===== config.mk =====
export PLATFORM = sky130hd
export DESIGN_NAME = regfile_wb_sched
export DESIGN_NICKNAME = d
export VERILOG_FILES = /design/src/rtl/regfile_pkg.sv /design/src/rtl/regfile_wb_sched_arb.sv /design/src/rtl/regfile_wb_sched.sv
export SDC_FILE = /design/constraint.sdc
export NUM_CORES = 1
export LEC_CHECK = 0
export BUFFER_PORTS_ARGS = -buffer_cell sky130_fd_sc_hd__buf_4
export CORE_ASPECT_RATIO = 0.5
export CORE_UTILIZATION = 40
export CTS_CLUSTER_DIAMETER = 120
export DETAILED_ROUTE_END_ITERATION = 10
export PLACE_DENSITY = 0.73
export SKIP_CTS_REPAIR_TIMING = 1
export SKIP_LAST_GASP = 1
export SYNTH_ARGS = -nofsm -noshare
export SYNTH_HDL_FRONTEND = slang
export SYNTH_SLANG_ARGS = --single-unit

===== constraint.sdc =====
create_clock -name clk -period 2.4 [get_ports clk]
set_input_delay 0.24 -clock clk [delete_from_list [all_inputs] [get_ports clk]]
set_output_delay 0.24 -clock clk [all_outputs]
set_load 0.01 [all_outputs]

===== src/rtl/regfile_pkg.sv =====
// Shared definitions for the register-file writeback scheduler.
//   XLEN   : register data width
//   NREG   : number of architectural registers
//   REG_AW : register index width
//   wb_src_e : writeback source identifier (ALU / LSU)
//   wb_req_t : one writeback request {valid, rd, data}
package regfile_pkg;

  localparam int XLEN   = 32;
  localparam int NREG   = 32;
  localparam int REG_AW = 5;

  typedef enum logic {
    WB_ALU = 1'b0,
    WB_LSU = 1'b1
  } wb_src_e;

  typedef struct packed {
    logic              valid;
    logic [REG_AW-1:0] rd;
    logic [XLEN-1:0]   data;
  } wb_req_t;

endpackage


===== src/rtl/regfile_wb_sched_arb.sv =====
// wb_rr_arb2: two-requester round-robin arbiter for the writeback port.
// Ports:
//   clk, rst_n   : clock, asynchronous active-low reset
//   i_req_alu    : ALU writeback request
//   i_req_lsu    : LSU writeback request
//   o_gnt_alu    : ALU granted this cycle (combinational)
//   o_gnt_lsu    : LSU granted this cycle (combinational)
// rr_last remembers the winner of the most recent tie; it only moves when
// both sources contend, so a lone requester does not disturb the rotation.
module wb_rr_arb2
  import regfile_pkg::*;
(
  input  logic clk,
  input  logic rst_n,
  input  logic i_req_alu,
  input  logic i_req_lsu,
  output logic o_gnt_alu,
  output logic o_gnt_lsu
);

  wb_src_e r_rr_last;
  logic    w_tie;

  assign w_tie = i_req_alu && i_req_lsu;

  always_comb begin
    o_gnt_alu = i_req_alu && (!i_req_lsu || (r_rr_last == WB_LSU));
    o_gnt_lsu = i_req_lsu && (!i_req_alu || (r_rr_last == WB_ALU));
  end

  // Reset to LSU so the ALU wins the first tie.
  always_ff @(posedge clk or negedge rst_n) begin
    if (!rst_n) begin
      r_rr_last <= WB_LSU;
    end else if (w_tie) begin
      r_rr_last <= o_gnt_alu ? WB_ALU : WB_LSU;
    end
  end

endmodule


===== src/rtl/regfile_wb_sched.sv =====
// regfile_wb_sched: writeback scheduler and scoreboard for a 32x32 register
// file with one clocked write port.
// Ports:
//   clk, rst_n                         : clock, asynchronous active-low reset
//   issue_valid/rs1/rs2/rd/rd_we       : instruction presented by decode
//   issue_ready                        : no RAW/WAW hazard against pending writes
//   alu_wb_valid/rd/data, alu_wb_ready : ALU writeback stream + grant
//   lsu_wb_valid/rd/data, lsu_wb_ready : LSU writeback stream + grant
//   rf_r_write/rf_data_write/rf_enable_write : register file write port
//   busy_mask                          : pending-write bitmap
// Optional build macro REGFILE_WB_BYPASS_EN: the register being written this
// cycle counts as already free for hazard checks, and fwd_rs1_hit /
// fwd_rs2_hit / fwd_data let decode forward the value over the stale read.
module regfile_wb_sched
  import regfile_pkg::*;
(
  input  logic              clk,
  input  logic              rst_n,
  input  logic              issue_valid,
  input  logic [REG_AW-1:0] issue_rs1,
  input  logic [REG_AW-1:0] issue_rs2,
  input  logic [REG_AW-1:0] issue_rd,
  input  logic              issue_rd_we,
  output logic              issue_ready,
  input  logic              alu_wb_valid,
  input  logic [REG_AW-1:0] alu_wb_rd,
  input  logic [XLEN-1:0]   alu_wb_data,
  output logic              alu_wb_ready,
  input  logic              lsu_wb_valid,
  input  logic [REG_AW-1:0] lsu_wb_rd,
  input  logic [XLEN-1:0]   lsu_wb_data,
  output logic              lsu_wb_ready,
  output logic [REG_AW-1:0] rf_r_write,
  output logic [XLEN-1:0]   rf_data_write,
  output logic              rf_enable_write,
`ifdef REGFILE_WB_BYPASS_EN
  output logic              fwd_rs1_hit,
  output logic              fwd_rs2_hit,
  output logic [XLEN-1:0]   fwd_data,
`endif
  output logic [NREG-1:0]   busy_mask
);

  wb_req_t           w_alu_req;
  wb_req_t           w_lsu_req;
  wb_req_t           w_win;
  logic              w_gnt_alu;
  logic              w_gnt_lsu;

  logic [NREG-1:0]   r_pending;
  logic [NREG-1:0]   w_pending_nxt;
  logic [NREG-1:0]   w_set_mask;
  logic [NREG-1:0]   w_clr_mask;
  logic [NREG-1:0]   w_pend_chk;
  logic              w_issue_fire;

  logic [REG_AW-1:0] r_rf_idx;
  logic [XLEN-1:0]   r_rf_data;
  logic              r_rf_we;

  assign w_alu_req = '{valid: alu_wb_valid, rd: alu_wb_rd, data: alu_wb_data};
  assign w_lsu_req = '{valid: lsu_wb_valid, rd: lsu_wb_rd, data: lsu_wb_data};

  wb_rr_arb2 u_arb (
    .clk       (clk),
    .rst_n     (rst_n),
    .i_req_alu (w_alu_req.valid),
    .i_req_lsu (w_lsu_req.valid),
    .o_gnt_alu (w_gnt_alu),
    .o_gnt_lsu (w_gnt_lsu)
  );

  assign alu_wb_ready = w_gnt_alu;
  assign lsu_wb_ready = w_gnt_lsu;

  // Winning request; valid marks that some source was granted this cycle.
  always_comb begin
    w_win       = w_gnt_alu ? w_alu_req : w_lsu_req;
    w_win.valid = w_gnt_alu || w_gnt_lsu;
  end

  // Write stage: index/data hold when idle, only the enable drops.
  always_ff @(posedge clk or negedge rst_n) begin
    if (!rst_n) begin
      r_rf_we   <= 1'b0;
      r_rf_idx  <= '0;
      r_rf_data <= '0;
    end else if (w_win.valid) begin
      r_rf_we   <= (w_win.rd != '0);
      r_rf_idx  <= w_win.rd;
      r_rf_data <= w_win.data;
    end else begin
      r_rf_we   <= 1'b0;
    end
  end

  assign rf_r_write      = r_rf_idx;
  assign rf_data_write   = r_rf_data;
  assign rf_enable_write = r_rf_we;

  // Scoreboard: a commit clears its bit on the same edge the regfile writes.
  assign w_clr_mask = r_rf_we ? (NREG'(1) << r_rf_idx) : '0;

`ifdef REGFILE_WB_BYPASS_EN
  assign w_pend_chk = r_pending & ~w_clr_mask;
`else
  assign w_pend_chk = r_pending;
`endif

  assign issue_ready  = !w_pend_chk[issue_rs1] && !w_pend_chk[issue_rs2] &&
                        !(issue_rd_we && w_pend_chk[issue_rd]);
  assign w_issue_fire = issue_valid && issue_ready;
  assign w_set_mask   = (w_issue_fire && issue_rd_we && (issue_rd != '0)) ?
                        (NREG'(1) << issue_rd) : '0;

  // Set is applied after clear so a same-edge set/clear leaves the bit set;
  // x0 is never tracked.
  always_comb begin
    w_pending_nxt    = (r_pending & ~w_clr_mask) | w_set_mask;
    w_pending_nxt[0] = 1'b0;
  end

  always_ff @(posedge clk or negedge rst_n) begin
    if (!rst_n) begin
      r_pending <= '0;
    end else begin
      r_pending <= w_pending_nxt;
    end
  end

  assign busy_mask = r_pending;

`ifdef REGFILE_WB_BYPASS_EN
  assign fwd_rs1_hit = r_rf_we && (issue_rs1 == r_rf_idx) && (issue_rs1 != '0);
  assign fwd_rs2_hit = r_rf_we && (issue_rs2 == r_rf_idx) && (issue_rs2 != '0);
  assign fwd_data    = r_rf_data;
`endif

endmodule

* After elaboration in Yosys (flattened, before gate mapping)
Index checks and enable logic that the tools add are counted.
** Word-level totals
- Register bits after elaboration :: 70
- Bits in latches :: 0
- Memory bits (writable) :: 0
- Memory bits (read-only) :: 0
- Input bits :: 95
- Output and inout port bits :: 73
- Logic and storage cells :: 44
- Memories :: 0
** Cells by class
- Add/sub/neg operators :: 0
- Multipliers :: 0
- Divide/modulo/power cells :: 0
- Order comparisons :: 3
- Equality and inequality tests :: 0
- Shifts and indexed selects :: 2
- Multiplexer cells :: 11
- Bitwise logic cells :: 4
- Reduce and logical (&&, ||, !) cells :: 19
** Operator list (count)
- 32-bit 2-to-1 mux :: 2
- 1-bit by 5-bit left shift with 32-bit output (first input constant) :: 2
- 37-bit 2-to-1 mux :: 1
- 32-bit bitwise AND :: 1
- 32-bit inverter :: 1
- 32-bit OR :: 1
- 5-bit by 6-bit < comparator with 1-bit output (second input constant) :: 3
- 1-bit binary-select mux with 5-bit select :: 3
- 5-bit nonzero test :: 2
- 1-bit logical AND :: 9
- 1-bit logical NOT :: 5
- 1-bit 2-to-1 mux :: 5
- 1-bit logical OR :: 3
- 1-bit inverter :: 1

* Depth between registers and ports, before layout
- Depth in word-level cells :: 10
- Gate-level depth with buffers :: 9

* Cells and area by module
Synthesis repeated with hierarchy kept, for this count alone.
** Second synthesis, totals
- Cells, all modules :: 426
- Area, all modules :: 4156.5 um^2
** Modules (own cells, without submodules)
- regfile_wb_sched :: times used 1, cells each 420, area each 4098.9 um^2
- wb_rr_arb2 :: times used 1, cells each 6, area each 57.6 um^2

* Least setup slack after synthesis
No wires, ideal clock.
- Kind :: input-to-output
- From :: input issue_rd[1]
- To :: output issue_ready
- Arrival :: 1859 ps
- Data required time :: 2160 ps
- Slack :: 301 ps
- Stages :: 9
- Path buffers :: 3
- Cells stage by stage :: clkbuf_1 > clkbuf_1 > mux4_2 > mux2i_1 > o21ai_0 > o211ai_1 > nand3_2 > buf_6 > inv_1
** Between the ends
- Longest elaborated chain between the ends :: 5
** RTL lines
- from (decl) :: line regfile_wb_sched.sv:22 : input logic [REG_AW-1:0] issue_rd,
- 1-bit binary-select mux with 5-bit select :: line regfile_wb_sched.sv:111 : !(issue_rd_we && w_pend_chk[issue_rd]);
- 1-bit 2-to-1 mux (not written as such) :: line regfile_wb_sched.sv:111
- 1-bit logical AND :: line regfile_wb_sched.sv:111
- 1-bit logical NOT :: line regfile_wb_sched.sv:111
- 1-bit logical AND :: line regfile_wb_sched.sv:110 : assign issue_ready = !w_pend_chk[issue_rs1] && !w_pend_chk[issue_rs2] &&
- to (decl) :: line regfile_wb_sched.sv:24 : output logic issue_ready,
Every way passes these cells. The select of a mux whose other input is x is not followed.

* Worst setup path after layout
- From :: register r_pending[19] (netlist: busy_mask[19])
- To :: output issue_ready
** Between the ends
- Longest elaborated chain between the ends :: 5
- Elaborated cells between the ends (all ways) :: 12
- Those cells by class :: 6 x mux; 6 x reduce/logical
** RTL lines
- from (decl) :: line regfile_wb_sched.sv:50 : logic [NREG-1:0] r_pending;
- from (signal assigned) :: line regfile_wb_sched.sv:127 : r_pending <= w_pending_nxt;
- 1-bit binary-select mux with 5-bit select, on equally long branches :: line regfile_wb_sched.sv:110, regfile_wb_sched.sv:111
- 1-bit 2-to-1 mux, on equally long branches :: line regfile_wb_sched.sv:110, regfile_wb_sched.sv:111
- 1-bit logical NOT or 1-bit logical AND (tied branches) :: line regfile_wb_sched.sv:110, regfile_wb_sched.sv:111
- 1-bit logical AND or 1-bit logical NOT (tied branches) :: line regfile_wb_sched.sv:110, regfile_wb_sched.sv:111
- 1-bit logical AND (*) :: line regfile_wb_sched.sv:110
Every way passes the cells marked *; elsewhere a longest branch is shown, timed or not. The select of a mux whose other input is x is not followed.

==> metrics.txt <==
Rows 25; Slew headroom 40.2%; Setup Viol. Count Final 2; sequential-to-total area share from yosys stat roughly 44%; Syn Inst Count between 400 and 500; wire per inst about 18 um; run status finished with violations; simple-gate area share of the yosys netlist 18.2%; ys flop type dfrtp_1; layout cells sized above 1 about 43%; Mapped Avg Cell Area about 9.5 um2; fillers 821; htree depth 3; CP Capture Type output pin; TritonRoute pass-1 iters 5; ant diodes 0; compound-gate portion of the synthesized area a little under a fifth; final worst-path cycle share 103%; Post-synth EDFFs 0; IO Count 168; Final Hold Fails 0; final cell utilization of the core 61.8%; power after layout between 6 and 7 mW; Hold Crit Class input port to asynchronous set/reset pin; Die Ht 72.3 um; placed inst area roughly 5300 um2; Inserted Clock Buffers 9; Vias/cell between 5 and 6; startpoint types flop; FF+latch area between 1500 and 2000 um2; post-DP HPWL ~9400 um; initial DRC count approximately 300; Clock Path Buffers 2; Adder-Cell Fraction of Synth Area 0%; Inst Count DP roughly 700; Cell Count, Final, Fillers Out around 730; Synth async-reset ratio 100%; Area growth, synth to finish 48.8%; area occupied by multi-input gates between 2000 and 2500 um2; starting density of the core just over 40%; Slew Limit Fails 0; final WL around 13000 um; Max Freq between 0.4 and 0.5 GHz; Yosys top cell area share a little over two fifths; pin count of the biggest net entering global routing 71; main combinational cell family by area after synthesis compound AO/OA/AOI/OAI gates; clk_skew around 0.0027 ns; initial antenna violation count 0; DRC violations left 0; max_cap viols 0; clk_lat worst skew 0.33 ns; unrepaired setup endpoints after global routing true; die area slightly above 10000 um2; Power Density between 1000 and 1500 nW/um2; Total Routing Usage GR around a quarter; post-synth design cell area roughly 4000 um2; Synth area leaders dfrtp_1, nor2_1, mux4_2, o22ai_1, o21ai_0; CTS tree yes; Max IR drop VDD about 480 uV; leak pwr approximately 2.6 nW; Worst Path Required 2.16 ns; CTS Sinks 70; CTS root buffer clkbuf_16; GRT overflow 0; Final min period 2.46 ns; unique cell type count in the Yosys netlist 43; vias in the first global route approximately 3800; routed vias between 4000 and 5000; minimum hold slack ~0.013 ns; nets@finish ~680; failing checks negative setup slack; Synth Area in XOR/XNOR 0.222%; Critical Setup Path Class flop to output pin; Critical Path AT between 2 and 2.5 ns; Design Area, Final roughly 6000 um2; Core Area 9510 um2; Final WS setup -0.0622 ns; multiplexer share of the synthesized area roughly 14%; largest area contributor in the netlist dfrtp_1; CP Max Fanout 7; RD Place Congestion a little over 0.9; syn nets around 500; actual slew at the worst max-slew pin between 0.8 and 0.9 ns; clk slew on worst S/H paths roughly 0.050 ns; Die W between 100 and 150 um; first-pass GRT wire length a little under 20000 um; IO Port Bufs roughly 170; Synthesis Warnings 0; register bit total from synthesis 70; Detail Route Antenna Nets 0
[synth_stat cells (2+ instances only)]
cell / count
a2111oi_0: 3
a211oi_1: 2
a221oi_1: 3
and2b_1: 2
buf_2: 4
buf_6: 4
clkbuf_1: 17
dfrtp_1: 69
inv_1: 8
mux2_2: 14
mux2i_1: 4
mux4_1: 3
mux4_2: 12
nand2_1: 21
nand2b_1: 6
nand3_1: 13
nor2_1: 86
nor2b_1: 9
nor3_1: 2
nor3b_1: 4
nor4_1: 2
nor4_2: 2
o211ai_1: 2
o21ai_0: 40
o22ai_1: 42
o31ai_1: 23
or4_1: 2
[layout by cell type (no fill, tap or decap), types with 2 or more instances in the layout]
master | Yosys | routed
a2111oi_1 | 0 | 2
a211oi_1 | 2 | 2
a221oi_1 | 3 | 3
and2b_1 | 2 | 2
buf_4 | 1 | 187
bufinv_16 | 0 | 2
clkbuf_1 | 17 | 2
clkbuf_16 | 0 | 9
clkinv_2 | 0 | 2
dfrtp_1 | 69 | 65
dfrtp_2 | 0 | 4
inv_1 | 8 | 7
mux2_2 | 14 | 14
mux2i_1 | 4 | 3
mux4_1 | 3 | 3
mux4_2 | 12 | 12
nand2_1 | 21 | 21
nand2b_1 | 6 | 6
nand3_1 | 13 | 13
nor2_1 | 86 | 86
nor2b_1 | 9 | 9
nor3_1 | 2 | 2
nor3b_1 | 4 | 3
nor4_1 | 2 | 2
nor4_4 | 0 | 2
o211ai_1 | 2 | 2
o21ai_0 | 40 | 39
o22ai_1 | 42 | 42
o31ai_1 | 23 | 8
o31ai_2 | 0 | 10
o31ai_4 | 0 | 5
or4_1 | 2 | 2
[layer usage]
layer	vias to the layer above	global-route usage (%)	part of all wire, %
met3	27	7.66	8.8
met4	0	8.36	1.6
li1	1888	-	-
met5	-	0	0
met1	1993	31.0	40
met2	220	41.0	50
[cells by family (layout without fill, tap and decap cells)]
family | Yosys count | count (layout)
and+or+nand+nor | 156 | 156
AOI/OAI and AO/OA | 119 | 119
DFF | 70 | 70
buffers and inverters | 35 | 212
muxes | 33 | 33
other | 1 | 1
xor gates and xnor gates | 1 | 1
[sequential cells by signal, summed over array words and instances, names as in the netlist]
name,count
u_arb.r_rr_last,1
rf_enable_write,1
rf_r_write,5
rf_data_write,32
busy_mask,31
[area by class of cell]
| type | count | area share [%] |
|---|---|---|
| Clock buffer | 12 | 4.19 |
| Clock inverter | 4 | 1.19 |
| Inverter | 8 | 0.511 |
| Multi-Input combinational cell | 310 | 37.3 |
| Sequential cell | 70 | 29.9 |
| Tap cell | 135 | 2.87 |
| Timing Repair Buffer | 188 | 24.1 |
[critical path: stages, from the launching register on]
cell	delay, ns
dfrtp_1	0.44
mux4_2	0.49
a22o_1	0.25
nor4_4	0.34
nand3_4	0.17
inv_2	0.08
buf_4	0.11
[path summary, 6_finish.rpt]
check / from / end / slack [ns] / depth (start not counted)
max: busy_mask[19]$_DFF_PN0_ / issue_ready / -0.06 / 6
min: rst_n / busy_mask[28]$_DFF_PN0_ / 0.01 / 1
max reg2reg: busy_mask[19]$_DFF_PN0_ / busy_mask[20]$_DFF_PN0_ / -0.01 / 7
min reg2reg: u_arb.r_rr_last$_DFFE_PN1P_ / u_arb.r_rr_last$_DFFE_PN1P_ / 0.50 / 1
max in group asynchronous: rst_n / busy_mask[15]$_DFF_PN0_ / 1.75 / 1
min in group clk: alu_wb_data[29] / rf_data_write[29]$_DFFE_PN0P_ / 0.14 / 3
[stage by stage]
stage | worst slack [ns] | TNS (ns)
6_report | -0.0622 | -0.0724
5_1_grt | -0.155 | -1.04
4_1_cts | -0.233 | -0.238
3_5_place_dp | -0.0300 | -0.151
3_3_place_gp | 0.0822 | 0
2_1_floorplan | 0.301 | 0
[power by group]
part           switching, mW  internal, mW
Clock                  0.478         0.934
Combinational           1.28          1.43
Sequential             0.496          1.60
Total                   2.25          3.96
No activity file was read; power rests on OpenSTA's default activity.
